<file path="src/rtl/register_scoreboard.sv">
// register_scoreboard: tracks how many writers are in flight for each
// architectural register. Writers increment the count when they issue from ID
// and decrement it when they retire in WB. Decode asks whether its sources are
// busy, or whether its destination has no room left, and gets a stall
// decision back in the same cycle.
module register_scoreboard #(
  parameter int NUM_REGS  = 16,
  parameter int ADDR_W    = 4,
  parameter int CNT_W     = 2,
  parameter int WB_BYPASS = 1
) (
  input  logic                clk,
  input  logic                rst,
  input  logic                issue_valid,
  input  logic                issue_wb_en,
  input  logic [ADDR_W-1:0]   issue_dest,
  input  logic [ADDR_W-1:0]   issue_src1,
  input  logic [ADDR_W-1:0]   issue_src2,
  input  logic                issue_two_src,
  input  logic                flush,
  input  logic                wb_valid,
  input  logic [ADDR_W-1:0]   wb_dest,
  output logic                hazard_detected,
  output logic                issue_accept,
  output logic [NUM_REGS-1:0] busy_mask,
  output logic                wb_underflow,
  output logic [15:0]         stall_cycles
);

  logic [CNT_W-1:0]    cnt      [NUM_REGS];
  logic [CNT_W-1:0]    cnt_next [NUM_REGS];
  logic [NUM_REGS-1:0] busy_next;

  logic src1_busy;
  logic src2_busy;
  logic dest_full;
  logic inc;
  logic dec;
  logic underflow_now;

  // Source-busy lookup. If the bypass is enabled, a source whose last writer
  // is retiring in WB this cycle counts as free.
  always_comb begin
    src1_busy = (cnt[issue_src1] != '0);
    src2_busy = (cnt[issue_src2] != '0);
    if (WB_BYPASS != 0 && wb_valid) begin
      if (wb_dest == issue_src1 && cnt[issue_src1] == CNT_W'(1)) src1_busy = 1'b0;
      if (wb_dest == issue_src2 && cnt[issue_src2] == CNT_W'(1)) src2_busy = 1'b0;
    end
    dest_full = (cnt[issue_dest] == '1);
  end

  // Stall decision and issue handshake. Flush blocks the issue but does not
  // mask the hazard.
  always_comb begin
    hazard_detected = issue_valid &&
                      (src1_busy ||
                       (issue_two_src && src2_busy) ||
                       (issue_wb_en && dest_full));
    issue_accept    = issue_valid && !hazard_detected && !flush;
    inc             = issue_accept && issue_wb_en;
    dec             = wb_valid && (cnt[wb_dest] != '0);
    underflow_now   = wb_valid && (cnt[wb_dest] == '0);
  end

  // Next-state counters. If inc and dec hit the same register they cancel.
  // A writeback against a zero counter is not a decrement, so a same-cycle
  // issue to that register still takes the counter to 1.
  always_comb begin
    for (int unsigned i = 0; i < NUM_REGS; i++) begin
      cnt_next[i] = cnt[i];
      if (inc && issue_dest == ADDR_W'(i) && !(dec && wb_dest == ADDR_W'(i)))
        cnt_next[i] = cnt[i] + CNT_W'(1);
      else if (dec && wb_dest == ADDR_W'(i) && !(inc && issue_dest == ADDR_W'(i)))
        cnt_next[i] = cnt[i] - CNT_W'(1);
      busy_next[i] = (cnt_next[i] != '0);
    end
  end

  // State: counters, registered busy mask, sticky underflow flag and the
  // saturating stall counter.
  always_ff @(posedge clk or posedge rst) begin
    if (rst) begin
      for (int unsigned i = 0; i < NUM_REGS; i++) cnt[i] <= '0;
      busy_mask    <= '0;
      wb_underflow <= 1'b0;
      stall_cycles <= '0;
    end else begin
      for (int unsigned i = 0; i < NUM_REGS; i++) cnt[i] <= cnt_next[i];
      busy_mask <= busy_next;
      if (underflow_now) wb_underflow <= 1'b1;
      if (hazard_detected && stall_cycles != '1) stall_cycles <= stall_cycles + 16'd1;
    end
  end

endmodule
</file>
<file path="config.mk">
export PLATFORM = sky130hd
export DESIGN_NAME = register_scoreboard
export DESIGN_NICKNAME = d
export VERILOG_FILES = /design/src/rtl/register_scoreboard.sv
export SDC_FILE = /design/constraint.sdc
export NUM_CORES = 1
export LEC_CHECK = 0
export ABC_AREA = 1
export BUFFER_PORTS_ARGS = -buffer_cell sky130_fd_sc_hd__buf_2
export CELL_PAD_IN_SITES_DETAIL_PLACEMENT = 0
export CELL_PAD_IN_SITES_GLOBAL_PLACEMENT = 1
export CORE_ASPECT_RATIO = 0.6
export CORE_MARGIN = 3
export CORE_UTILIZATION = 40
export CTS_BUF_LIST = sky130_fd_sc_hd__clkbuf_8
export DETAILED_ROUTE_END_ITERATION = 10
export GPL_ROUTABILITY_DRIVEN = 1
export PLACE_DENSITY = 0.83
export RECOVER_POWER = 50
export SETUP_SLACK_MARGIN = 0.3
export SYNTH_ARGS = -nofsm -noshare
export SYNTH_HDL_FRONTEND = slang
export SYNTH_SLANG_ARGS = --single-unit
</file>
<file path="constraint.sdc">
create_clock -name clk -period 6.45 [get_ports clk]
set_input_delay 1.6125 -clock clk [delete_from_list [all_inputs] [get_ports clk]]
set_output_delay 1.6125 -clock clk [all_outputs]
set_load 0.01 [all_outputs]
</file>
==> flow_summary.ini <==
[timing]
fin_ws_ns = 1.47
period_share_pct = 77.1
worstMarginPinSlew_ns = 3.54
fin_skew_ns = 0.00683
relSlewSlack_pct = -136
fin_tns_setup_ns = 0
slew_viol_final = 66
finalHoldViolCount = 0
max_freq_mhz = 201
finalSetupViolations = 0
period_needed_ns = 4.98
rsz0062_at_grt = false

[synth]
synth_cell_type_count = 35
async_reset_ff_share_pct = 100
synth_top_area_share_pct = 29.9
ys_seq_elements = 65
synth_seq_area_share_pct = 29.9
synth_area_leaders = dfrtp_1 30%, nand2_1 21%, nand3_1 11%
post-synth-top-area-cell = dfrtp_1
syn_inst = 856
ys_top_cells_by_count = 299 x nand2_1, 124 x nand3_1, 104 x inv_1, 65 x dfrtp_1, 45 x nor2_1
synth-edff-count = 0
syn-num-nets = 880
dominantRegCellSynth = dfrtp_1
yosysWarnings = 0
syn_area_per_cell_um2 = 6.36
syn-cell-area_um2 = 5440
synth_most_common_cell = nand2_1

[clock_network]
clk_path_buf_depth = 2
cts_buffers = 9
cts_tree = done
post_cts_buffers = 0
cts_sinks = 65
cts-htree-levels = 3
cts.repair.resized = 0
clkTransAtPathRegs_ns = 0.08
hold_buffers = 0
clock_latency_ns = 0.35
clock-root-buffer = clkbuf_8

[run_status]
violations = capacitance limit, slew limit
status = complete, but fails checks

[placed_design]
dp_slack_ns = 1.53
port_buffers = 57
dpl.hpwl_mm = 12.5
gp_congestion = 0.890

[global_routing]
grt_pass1_wl_mm = 27.4
grt_usage_pct = 23.1
antenna_found_initial = 0
grt_pass1_vias = 4952
globalRouteOverflowTotal = 0
grt_max_degree = 66

[layout]
area_growth_pct = 8.97
final_layout_size_suffix_gt1_share_pct = 12.5
nets = 911
multi_input_area_um2 = 3120
regArea_um2 = 1630
antenna_cells = 0
fillers = 1418
fin_util_pct = 45.4

[worst_setup_path]
end_kind = output port
worstPathMaxFanout = 23
cp_slowest_stage_delay_ns = 0.34
cp_common_cell = nand2_1
cp.arrival_ns = 3.36
crit_required_ns = 4.84
start_kind = primary input
crit_type = in -> out
crit_chain = buf_2, inv_2, nand2_1, nand3_1, nand3_1, nand2_1, nand2_1, nand2_1, nand2_1, nand2_1, clkinv_1, nand2_2, nor2_8, nor2_2, buf_2
critical-path-slowest-cell = buf_2

[route]
dr_wl_met3_mm = 1.24
dr.pass1.iters = 5
ant_nets = 0
vias_per_cell = 5.23
dr.max_layer_used = met4
wl_met2_mm = 6.31
via_count = 5551
wirelength_mm = 16.8
wl_per_cell_um = 15.8
drc_errors = 0
drtIter0Drc = 752
wl_met1_mm = 8.95

[die]
core-area_um2 = 13100
ioPinCount = 58
dieArea_um2 = 15100
start_util_pct = 41.7
die_y_um = 96.3
die_w_um = 157
rows = 32

[worst_hold_path]
worst_hold_path_type = reg -> reg

[pwr]
p_leak_nw = 3.24
power.density_nw_per_um2 = 333
vdd_drop_max_uv = 162

[job]
maxCapViolations = 1
## cells in the final DEF (no fill, tap or decap), drive strengths merged, types with 5 or more instances in the layout
cell	n
a21oi	6
o211ai	5
o22ai	5
xor2	10
nand4	38
dfrtp	65
nand3	135
clkinv	9
nor2	56
buf	41
clkbuf	30
nand2	312
o21ai	25
inv	115
xnor2	22
## critical path: cells and delay by family
family | cells | cell delay, ns
simple gates | 11 | 1.01
buf+inv | 4 | 0.74
## report_power, final
part           internal [mW]  switching, mW  total [mW]
registers              0.542          0.272       0.814
logic                  0.295          0.452       0.747
clock network          0.246          0.166       0.412
## per-stage QoR
stage               hold WS (ns)  cells  area (um2)  power, mW
finish                     0.502   1061        5930       1.97
global route               0.521   1061        5930       2.15
CTS                        0.505   1061        5950       1.98
detailed placement         0.472   1046        5720       1.55
global placement           0.485   1046        5720       1.56
floorplan                  0.513    856        5440       1.31
## state kept, by name, summed over array words and instances (netlist names)
register / cells
stall_cycles: 16
busy_mask: 16
cnt: 32
wb_underflow: 1
## per-layer routing
layer / global-route usage [%] / up-vias
li1: - / 2774
met1: 38.2 / 2521
met2: 30.3 / 220
met3: 3.64 / 36
met4: 5.03 / 0
met5: 0 / -
## final cells by class
cell class	count	area share (%)
flip-flops and latches	65	27.4
inverters	123	7.87
clock buffers	12	2.79
clock inverters	3	1.08
repair buffers	59	4.64
multi-input cells	629	52.6
well taps	170	3.59
## final timing paths
kind,start,to,slack [ns],cells past startpoint
min reg2reg,wb_underflow,wb_underflow,0.50,1
min,wb_underflow,wb_underflow,0.50,1
min in group asynchronous,rst,busy_mask[10],2.62,3
max in group asynchronous,rst,cnt[5],1.83,3
max,issue_src1[0],hazard_detected,1.47,15
max reg2reg,cnt[8],busy_mask[1],3.80,16
## cell families (layout without fill, tap and decap cells)
| kind of cell | after synthesis | count (layout) | share of synthesized area, % |
|---|---|---|---|
| and+or+nand+nor | 550 | 550 | 46.9 |
| xor gates and xnor gates | 32 | 32 | 5.15 |
| adders and majority gates | 1 | 1 | 0.230 |
| DFF | 65 | 65 | 29.9 |
| buffers and inverters | 162 | 197 | 12.8 |
| AOI/OAI and AO/OA | 46 | 46 | 5.06 |
Power figures use the tool's default switching activity.
